==> src/rtl/cpu_debug_monitor_pkg.sv <==
// Shared types and sizing helpers for the CPU debug monitor.
package cpu_dbg_pkg;

    typedef enum logic [1:0] {CK_IDLE, CK_HIGH, CK_LOW} ck_state_e;

    typedef enum logic [1:0] {D_IDLE, D_LOAD, D_START, D_WAIT} disp_state_e;

    // Address bytes (MSB first) followed by one data byte.
    function automatic int unsigned bytes_per_entry(input int unsigned aw);
        return aw / 8 + 1;
    endfunction

    // Stored trace entry: {rw, ab, db}.
    function automatic int unsigned entry_width(input int unsigned aw);
        return aw + 9;
    endfunction

endpackage

==> src/rtl/cpu_debug_monitor_if.sv <==
// CPU bus and LCD write handshake seen by the debug monitor.
interface cpu_debug_monitor_if #(
    parameter int unsigned AW = 16
) ();
    logic [AW-1:0] cpu_ab;
    logic [7:0]    cpu_db;
    logic          cpu_rw;
    logic          cpu_sync;
    logic          phi0_out;
    logic [7:0]    lcd_data;
    logic          lcd_write_start;
    logic          lcd_write_done;

    modport master (
        input  cpu_ab, cpu_db, cpu_rw, cpu_sync, lcd_write_done,
        output phi0_out, lcd_data, lcd_write_start
    );

    modport slave (
        output cpu_ab, cpu_db, cpu_rw, cpu_sync, lcd_write_done,
        input  phi0_out, lcd_data, lcd_write_start
    );
endinterface

==> src/rtl/cpu_debug_monitor_btn_debounce.sv <==
// Button synchroniser + stability filter; emits a 1-clk pulse on each accepted press.
module btn_debounce #(
    parameter int unsigned DEB_CYCLES = 1000000
) (
    input  logic clk,
    input  logic rst_L,
    input  logic btn_i,
    output logic pulse_o
);
    localparam int unsigned CW = $clog2(DEB_CYCLES + 1);

    logic          sync1_q, sync2_q, level_q, level_dly_q, pulse_q;
    logic [CW-1:0] cnt_q;

    // Level follows the synchronised input only after DEB_CYCLES unchanged samples.
    always_ff @(posedge clk or negedge rst_L) begin
        if (!rst_L) begin
            sync1_q     <= 1'b0;
            sync2_q     <= 1'b0;
            level_q     <= 1'b0;
            level_dly_q <= 1'b0;
            pulse_q     <= 1'b0;
            cnt_q       <= '0;
        end else begin
            sync1_q     <= btn_i;
            sync2_q     <= sync1_q;
            level_dly_q <= level_q;
            pulse_q     <= level_q & ~level_dly_q;
            if (sync2_q == level_q) begin
                cnt_q <= '0;
            end else if (cnt_q == CW'(DEB_CYCLES - 1)) begin
                level_q <= sync2_q;
                cnt_q   <= '0;
            end else begin
                cnt_q <= cnt_q + CW'(1);
            end
        end
    end

    assign pulse_o = pulse_q;

endmodule

==> src/rtl/cpu_debug_monitor.sv <==
// CPU bring-up monitor: phi0 generation, bus-cycle trace, LCD trace dump.
// Optional breakpoint logic is enabled by CPU_DEBUG_MONITOR_BREAKPOINT_EN.
module cpu_debug_monitor
    import cpu_dbg_pkg::*;
#(
    parameter int unsigned AW          = 16,
    parameter int unsigned DEPTH       = 16,
    parameter int unsigned DEB_CYCLES  = 1000000,
    parameter int unsigned HALF_CYCLES = 4
) (
    input  logic                       clk,
    input  logic                       rst_L,
    input  logic                       btn_step,
    input  logic                       btn_run,
    input  logic                       btn_show,
    input  logic                       btn_clear,
    cpu_debug_monitor_if.master        bus,
`ifdef CPU_DEBUG_MONITOR_BREAKPOINT_EN
    input  logic [AW-1:0]              bp_addr,
    output logic                       bp_hit,
`endif
    output logic                       running,
    output logic [$clog2(DEPTH+1)-1:0] trace_count,
    output logic                       overflow,
    output logic                       dumping
);
    localparam int unsigned BPE  = bytes_per_entry(AW);
    localparam int unsigned EW   = entry_width(AW);
    localparam int unsigned PW   = $clog2(DEPTH);
    localparam int unsigned CNTW = $clog2(DEPTH + 1);
    localparam int unsigned HW   = $clog2(HALF_CYCLES + 1);
    localparam int unsigned BW   = $clog2(BPE);

    logic step_p, run_p, show_p, clear_p;

    btn_debounce #(.DEB_CYCLES(DEB_CYCLES)) u_deb_step  (.clk(clk), .rst_L(rst_L), .btn_i(btn_step),  .pulse_o(step_p));
    btn_debounce #(.DEB_CYCLES(DEB_CYCLES)) u_deb_run   (.clk(clk), .rst_L(rst_L), .btn_i(btn_run),   .pulse_o(run_p));
    btn_debounce #(.DEB_CYCLES(DEB_CYCLES)) u_deb_show  (.clk(clk), .rst_L(rst_L), .btn_i(btn_show),  .pulse_o(show_p));
    btn_debounce #(.DEB_CYCLES(DEB_CYCLES)) u_deb_clear (.clk(clk), .rst_L(rst_L), .btn_i(btn_clear), .pulse_o(clear_p));

    ck_state_e       ck_q, ck_d;
    disp_state_e     disp_q, disp_d;
    logic [HW-1:0]   half_q, half_d;
    logic            phi0_q, phi0_d;
    logic            running_q, running_d;
    logic            overflow_q, overflow_d;
    logic            dumping_q, dumping_d;
    logic            lcd_start_q, lcd_start_d;
    logic [7:0]      lcd_data_q, lcd_data_d;
    logic [PW-1:0]   wr_ptr_q, wr_ptr_d;
    logic [PW-1:0]   rd_ptr_q, rd_ptr_d;
    logic [PW-1:0]   dump_idx_q, dump_idx_d;
    logic [BW-1:0]   byte_idx_q, byte_idx_d;
    logic [CNTW-1:0] count_q, count_d;
    logic [EW-1:0]   mem_q [DEPTH];

    logic            capture_c, clear_c, mem_we_c;
    logic [EW-1:0]   sel_entry_c;
    logic [BW+2:0]   shamt_c;
`ifdef CPU_DEBUG_MONITOR_BREAKPOINT_EN
    logic            bp_hit_q, bp_hit_d;
`else
    logic            unused_c;
    assign unused_c = bus.cpu_sync;
`endif

    always_comb begin
        ck_d        = ck_q;
        half_d      = half_q;
        running_d   = running_q;
        overflow_d  = overflow_q;
        wr_ptr_d    = wr_ptr_q;
        rd_ptr_d    = rd_ptr_q;
        count_d     = count_q;
        disp_d      = disp_q;
        dumping_d   = dumping_q;
        dump_idx_d  = dump_idx_q;
        byte_idx_d  = byte_idx_q;
        lcd_data_d  = lcd_data_q;
        capture_c   = 1'b0;
        clear_c     = clear_p & ~dumping_q;
        sel_entry_c = mem_q[PW'(rd_ptr_q + dump_idx_q)];
        shamt_c     = {BW'(BPE - 1) - byte_idx_q, 3'b000};
`ifdef CPU_DEBUG_MONITOR_BREAKPOINT_EN
        bp_hit_d    = bp_hit_q;
`endif

        // phi0 generator; once started a HIGH+LOW pair always runs to completion
        unique case (ck_q)
            CK_IDLE: begin
                if (!dumping_q && (running_q || step_p)) begin
                    ck_d   = CK_HIGH;
                    half_d = '0;
                end
            end
            CK_HIGH: begin
                if (half_q == HW'(HALF_CYCLES - 1)) begin
                    ck_d      = CK_LOW;
                    half_d    = '0;
                    capture_c = 1'b1;
                end else begin
                    half_d = half_q + HW'(1);
                end
            end
            CK_LOW: begin
                if (half_q == HW'(HALF_CYCLES - 1)) begin
                    ck_d   = (running_q && !dumping_q) ? CK_HIGH : CK_IDLE;
                    half_d = '0;
                end else begin
                    half_d = half_q + HW'(1);
                end
            end
            default: ck_d = CK_IDLE;
        endcase

        mem_we_c = capture_c & ~clear_c;

        if (run_p) running_d = ~running_q;

        // Trace bookkeeping; a full buffer drops its oldest entry
        if (clear_c) begin
            wr_ptr_d   = '0;
            rd_ptr_d   = '0;
            count_d    = '0;
            overflow_d = 1'b0;
        end else if (capture_c) begin
            wr_ptr_d = wr_ptr_q + PW'(1);
            if (count_q == CNTW'(DEPTH)) begin
                rd_ptr_d   = rd_ptr_q + PW'(1);
                overflow_d = 1'b1;
            end else begin
                count_d = count_q + CNTW'(1);
            end
        end

        // Dump waits in D_LOAD until any in-flight CPU cycle has finished
        unique case (disp_q)
            D_IDLE: begin
                if (show_p && (count_q != '0) && !clear_p) begin
                    disp_d     = D_LOAD;
                    dumping_d  = 1'b1;
                    running_d  = 1'b0;
                    dump_idx_d = '0;
                    byte_idx_d = '0;
                end
            end
            D_LOAD: begin
                if (ck_q == CK_IDLE) begin
                    lcd_data_d = 8'(sel_entry_c >> shamt_c);
                    disp_d     = D_START;
                end
            end
            D_START: disp_d = D_WAIT;
            D_WAIT: begin
                if (bus.lcd_write_done) begin
                    if (byte_idx_q == BW'(BPE - 1)) begin
                        byte_idx_d = '0;
                        if (dump_idx_q == PW'(count_q - CNTW'(1))) begin
                            disp_d    = D_IDLE;
                            dumping_d = 1'b0;
                        end else begin
                            dump_idx_d = dump_idx_q + PW'(1);
                            disp_d     = D_LOAD;
                        end
                    end else begin
                        byte_idx_d = byte_idx_q + BW'(1);
                        disp_d     = D_LOAD;
                    end
                end
            end
            default: disp_d = D_IDLE;
        endcase

`ifdef CPU_DEBUG_MONITOR_BREAKPOINT_EN
        if (run_p || clear_c) bp_hit_d = 1'b0;
        if (mem_we_c && running_q && bus.cpu_sync && (bus.cpu_ab == bp_addr)) begin
            running_d = 1'b0;
            bp_hit_d  = 1'b1;
        end
`endif

        phi0_d      = (ck_d == CK_HIGH);
        lcd_start_d = (disp_d == D_START);
    end

    always_ff @(posedge clk or negedge rst_L) begin
        if (!rst_L) begin
            ck_q        <= CK_IDLE;
            half_q      <= '0;
            phi0_q      <= 1'b0;
            running_q   <= 1'b0;
            overflow_q  <= 1'b0;
            wr_ptr_q    <= '0;
            rd_ptr_q    <= '0;
            count_q     <= '0;
            disp_q      <= D_IDLE;
            dumping_q   <= 1'b0;
            dump_idx_q  <= '0;
            byte_idx_q  <= '0;
            lcd_data_q  <= '0;
            lcd_start_q <= 1'b0;
`ifdef CPU_DEBUG_MONITOR_BREAKPOINT_EN
            bp_hit_q    <= 1'b0;
`endif
        end else begin
            ck_q        <= ck_d;
            half_q      <= half_d;
            phi0_q      <= phi0_d;
            running_q   <= running_d;
            overflow_q  <= overflow_d;
            wr_ptr_q    <= wr_ptr_d;
            rd_ptr_q    <= rd_ptr_d;
            count_q     <= count_d;
            disp_q      <= disp_d;
            dumping_q   <= dumping_d;
            dump_idx_q  <= dump_idx_d;
            byte_idx_q  <= byte_idx_d;
            lcd_data_q  <= lcd_data_d;
            lcd_start_q <= lcd_start_d;
`ifdef CPU_DEBUG_MONITOR_BREAKPOINT_EN
            bp_hit_q    <= bp_hit_d;
`endif
        end
    end

    // Trace storage needs no reset; only entries covered by count are ever read
    always_ff @(posedge clk) begin
        if (mem_we_c) mem_q[wr_ptr_q] <= {bus.cpu_rw, bus.cpu_ab, bus.cpu_db};
    end

    assign bus.phi0_out        = phi0_q;
    assign bus.lcd_data        = lcd_data_q;
    assign bus.lcd_write_start = lcd_start_q;
    assign running             = running_q;
    assign trace_count         = count_q;
    assign overflow            = overflow_q;
    assign dumping             = dumping_q;
`ifdef CPU_DEBUG_MONITOR_BREAKPOINT_EN
    assign bp_hit              = bp_hit_q;
`endif

endmodule

==> src/flat_wrapper.sv <==
// flat-port wrapper written by rule: the top's interface ports become plain ports
module cpu_debug_monitor_flat import cpu_dbg_pkg::*;
#(
    parameter int unsigned AW          = 16,
    parameter int unsigned DEPTH       = 16,
    parameter int unsigned DEB_CYCLES  = 1000000,
    parameter int unsigned HALF_CYCLES = 4
)
  (clk, rst_L, btn_step, btn_run, btn_show, btn_clear, running, trace_count, overflow, dumping, bus_cpu_ab, bus_cpu_db, bus_cpu_rw, bus_cpu_sync, bus_lcd_write_done, bus_phi0_out, bus_lcd_data, bus_lcd_write_start);
  cpu_debug_monitor_if #(.AW(AW)) bus_i ();
  input  logic clk;
  input  logic rst_L;
  input  logic btn_step;
  input  logic btn_run;
  input  logic btn_show;
  input  logic btn_clear;
  output logic running;
  output logic [$clog2(DEPTH+1)-1:0] trace_count;
  output logic overflow;
  output logic dumping;
  input wire logic [$bits(bus_i.cpu_ab)-1:0] bus_cpu_ab;
  input wire logic [$bits(bus_i.cpu_db)-1:0] bus_cpu_db;
  input wire logic [$bits(bus_i.cpu_rw)-1:0] bus_cpu_rw;
  input wire logic [$bits(bus_i.cpu_sync)-1:0] bus_cpu_sync;
  input wire logic [$bits(bus_i.lcd_write_done)-1:0] bus_lcd_write_done;
  output wire logic [$bits(bus_i.phi0_out)-1:0] bus_phi0_out;
  output wire logic [$bits(bus_i.lcd_data)-1:0] bus_lcd_data;
  output wire logic [$bits(bus_i.lcd_write_start)-1:0] bus_lcd_write_start;
  assign bus_i.cpu_ab = bus_cpu_ab;
  assign bus_i.cpu_db = bus_cpu_db;
  assign bus_i.cpu_rw = bus_cpu_rw;
  assign bus_i.cpu_sync = bus_cpu_sync;
  assign bus_i.lcd_write_done = bus_lcd_write_done;
  assign bus_phi0_out = bus_i.phi0_out;
  assign bus_lcd_data = bus_i.lcd_data;
  assign bus_lcd_write_start = bus_i.lcd_write_start;
  cpu_debug_monitor #(.AW(AW), .DEPTH(DEPTH), .DEB_CYCLES(DEB_CYCLES), .HALF_CYCLES(HALF_CYCLES)) u_core (.clk(clk), .rst_L(rst_L), .btn_step(btn_step), .btn_run(btn_run), .btn_show(btn_show), .btn_clear(btn_clear), .bus(bus_i), .running(running), .trace_count(trace_count), .overflow(overflow), .dumping(dumping));
endmodule
==> config.mk <==
export PLATFORM = sky130hd
export DESIGN_NAME = cpu_debug_monitor_flat
export DESIGN_NICKNAME = d
export VERILOG_FILES = /design/src/rtl/cpu_debug_monitor_pkg.sv /design/src/rtl/cpu_debug_monitor_if.sv /design/src/rtl/cpu_debug_monitor_btn_debounce.sv /design/src/rtl/cpu_debug_monitor.sv /design/src/flat_wrapper.sv
export SDC_FILE = /design/constraint.sdc
export NUM_CORES = 1
export LEC_CHECK = 0
export ABC_AREA = 0
export CORE_UTILIZATION = 58
export CTS_BUF_LIST = sky130_fd_sc_hd__clkbuf_16
export DETAILED_ROUTE_END_ITERATION = 16
export GPL_ROUTABILITY_DRIVEN = 0
export GPL_TIMING_DRIVEN = 0
export PLACE_DENSITY = 0.85
export SLEW_MARGIN = 30
export SYNTH_ARGS = -nofsm -noshare
export SYNTH_HDL_FRONTEND = slang
export SYNTH_HIERARCHICAL = 1
export SYNTH_SLANG_ARGS = --single-unit
==> constraint.sdc <==
create_clock -name clk -period 10.3 [get_ports clk]
set_clock_uncertainty 0.2 [all_clocks]
set_input_delay 1.03 -clock clk [delete_from_list [all_inputs] [get_ports clk]]
set_output_delay 1.03 -clock clk [all_outputs]
set_load 0.01 [all_outputs]
==> run metrics <==
Filler Cells Inserted=2378; All-Layer GR Usage=0.280; hpwl dp=33100 um; port bufs=49; WHS=0.158 ns; DP Worst Slack=6.46 ns; Final setup viols=0; worst vdd ir=129 uV; DR pass1 iterations=5; setup ws final=6.28 ns; crit start category=register; antenna violations before repair=0; Post-Syn Area per Cell=15.7 um^2; Yosys reg bits=539; hold_buf cts=0; worst path required time=10.57 ns; DRC viols=0; Nets=1621; RSZ-0062 raised after global routing=false; vias in the first global route=13700; crit path DAT=4.30 ns; Vias/cell=6.36; # rows=71; Synth Net Count=1477; first-pass GRT wire length=80300 um; Layout Cells excl Fill=2118; CTS tree=built; final worst path period share=0.391; CTS buffer count=52; status=completed; P per Cell Area=217 nW/um^2; CP Capture Type=register; Die Y=198 um; Placed Cells=2020; Avg WL per Cell=25.1 um; Synth Instances=1419; setup_tns=0 ns; initial core utilization=0.591; ant diodes=0; Post-synth EDFFs=400; Total Power=0.00556 W; core area=37800 um^2; commonest non-fill, non-tap cell in the layout=edfxtp_1; Seq/Total Area, Yosys=0.694; area grow syn2layout=15.0%; Crit Path Max Fanout=10; die area=39300 um^2; hold violation count in the final report=0; clk sink count=539; IO Count=51; library cells used by synthesis=52; ys async rst share=0.258; most frequent cells in the layout=400 x edfxtp_1, 139 x dfrtp_1, 128 x nand2_1, 110 x nor2_1, 90 x mux4_2; vias=13500; Routed WL=53100 um; crit path kind=register to register; GRT Residual Overflow=0; Iter 0 DRT Violations=1344; MaxCap Viol Count=0; Final Max Slew Viols=0; Detail Route Antenna Nets=0; Main synth FF type=edfxtp_1; Leak Pwr=9.12 nW; Die Width=198 um; clock buffer depth=3; largest net degree at the start of global routing=89; Clock Tree Root=clkbuf_16; layout cell share with drive strength beyond 1=0.177; worst skew pair latency=0.60 ns; htree depth=2; Slew Limit Headroom=0.365; synthesized area=22300 um^2; clk slew on worst S/H paths=0.06 ns; minimum clock period=4.02 ns; number of post-CTS setup repair buffers=0; Worst Tran Pin Value=0.953 ns; PostCTS Resize Cnt=0; total number of yosys warnings=6; min-delay worst type=primary input to async pin; fmax=0.249 GHz
registers in the layout (all words and copies together), names as in the netlist, 3 cells and up:
name,count
u_core/u_deb_clear/cnt_q,20
u_core/half_q,3
u_core/u_deb_run/cnt_q,20
u_core/rd_ptr_q,4
u_core/u_deb_step/cnt_q,20
u_core/u_deb_show/cnt_q,20
u_core/dump_idx_q,4
u_core/trace_count,5
u_core/bus.lcd_data,8
u_core/mem_q,400
u_core/wr_ptr_q,4
per-stage QoR:
stage               instance area [um^2]  utilization
detailed placement                 24000        0.636
finish                             25700        0.680
CTS                                25700        0.680
global route                       25700        0.680
floorplan                          22300            -
global placement                   23400        0.621
path summary, 6_finish.rpt:
kind,slack [ns],start,cells past startpoint,to
worst max register to register,6.28,u_core/dump_idx_q[0],10,u_core/bus.lcd_data[2]
worst min register to register,0.16,u_core/u_deb_run/sync1_q,0,u_core/u_deb_run/sync2_q
worst min-delay path,0.16,rst_L,1,u_core/u_deb_show/cnt_q[11]
worst max-delay path,6.28,u_core/dump_idx_q[0],10,u_core/bus.lcd_data[2]
min in group clk,0.16,u_core/u_deb_run/sync1_q,0,u_core/u_deb_run/sync2_q
max in group asynchronous,8.94,rst_L,2,u_core/u_deb_clear/cnt_q[7]
area by class of cell:
type	instances	area (um^2)	share of cell area
multi-input cells	787	6450	0.251
clock buffers	52	1300	0.0507
well taps	511	639	0.0249
clock inverters	46	335	0.0131
repair buffers	90	998	0.0389
plain buffers	51	292	0.0114
flip-flops and latches	539	15500	0.603
inverters	42	158	0.00614
synthesized netlist by cell type, types with 10 or more instances:
master | number | area share
edfxtp_1 | 400 | 0.54
dfrtp_1 | 139 | 0.16
nand2_1 | 128 | 0.022
nor2_1 | 114 | 0.019
mux4_2 | 90 | 0.091
nand3_1 | 59 | 0.013
xnor2_1 | 53 | 0.021
inv_1 | 42 | 0.0071
xor2_1 | 31 | 0.012
nor3_1 | 29 | 0.0065
o21ai_0 | 29 | 0.0065
a21oi_1 | 26 | 0.0058
nand4_1 | 25 | 0.0070
ha_1 | 24 | 0.013
buf_2 | 21 | 0.0047
mux2i_1 | 20 | 0.0090
nor4_1 | 17 | 0.0048
clkbuf_1 | 15 | 0.0025
mux2_2 | 13 | 0.0066
a31oi_1 | 11 | 0.0031
nor2b_1 | 11 | 0.0031
and2_1 | 10 | 0.0028
power by group:
group | leakage (nW) | total, W | switching (W) | internal (W)
Clock | 0.867 | 0.00183 | 0.000807 | 0.00102
Sequential | 5.48 | 0.00242 | 0.0000430 | 0.00238
Combinational | 2.77 | 0.00132 | 0.000788 | 0.000529
Total | 9.12 | 0.00556 | 0.00164 | 0.00392
layer usage:
metal | global-route usage | routed length [um] | share of wire | vias up
li1 | - | - | - | 5697
met1 | 0.346 | 18500 | 0.35 | 6811
met2 | 0.467 | 26600 | 0.50 | 793
met3 | 0.0753 | 5760 | 0.11 | 168
met4 | 0.120 | 2170 | 0.041 | 0
met5 | 0 | 0 | 0 | -
cell families after synthesis:
| logic type | synth area share |
|---|---|
| xor gates and xnor gates | 0.0330 |
| DFF | 0.694 |
| buffers and inverters | 0.0201 |
| muxes | 0.106 |
| adders and majority gates | 0.0144 |
| AOI/OAI and AO/OA | 0.0292 |
| and+or+nand+nor | 0.103 |
worst max-delay path, stage by stage (launching register included):
cell and delay, ns:
dfrtp_1 0.45, ha_1 0.22, inv_1 0.06, fa_1 0.57, buf_2 0.40, buf_1 0.77
mux4_2 0.43, nand2_1 0.12, a31oi_1 0.11, a21oi_1 0.42, a31oi_1 0.15
Note: power is estimated with default switching activity, not from simulation.
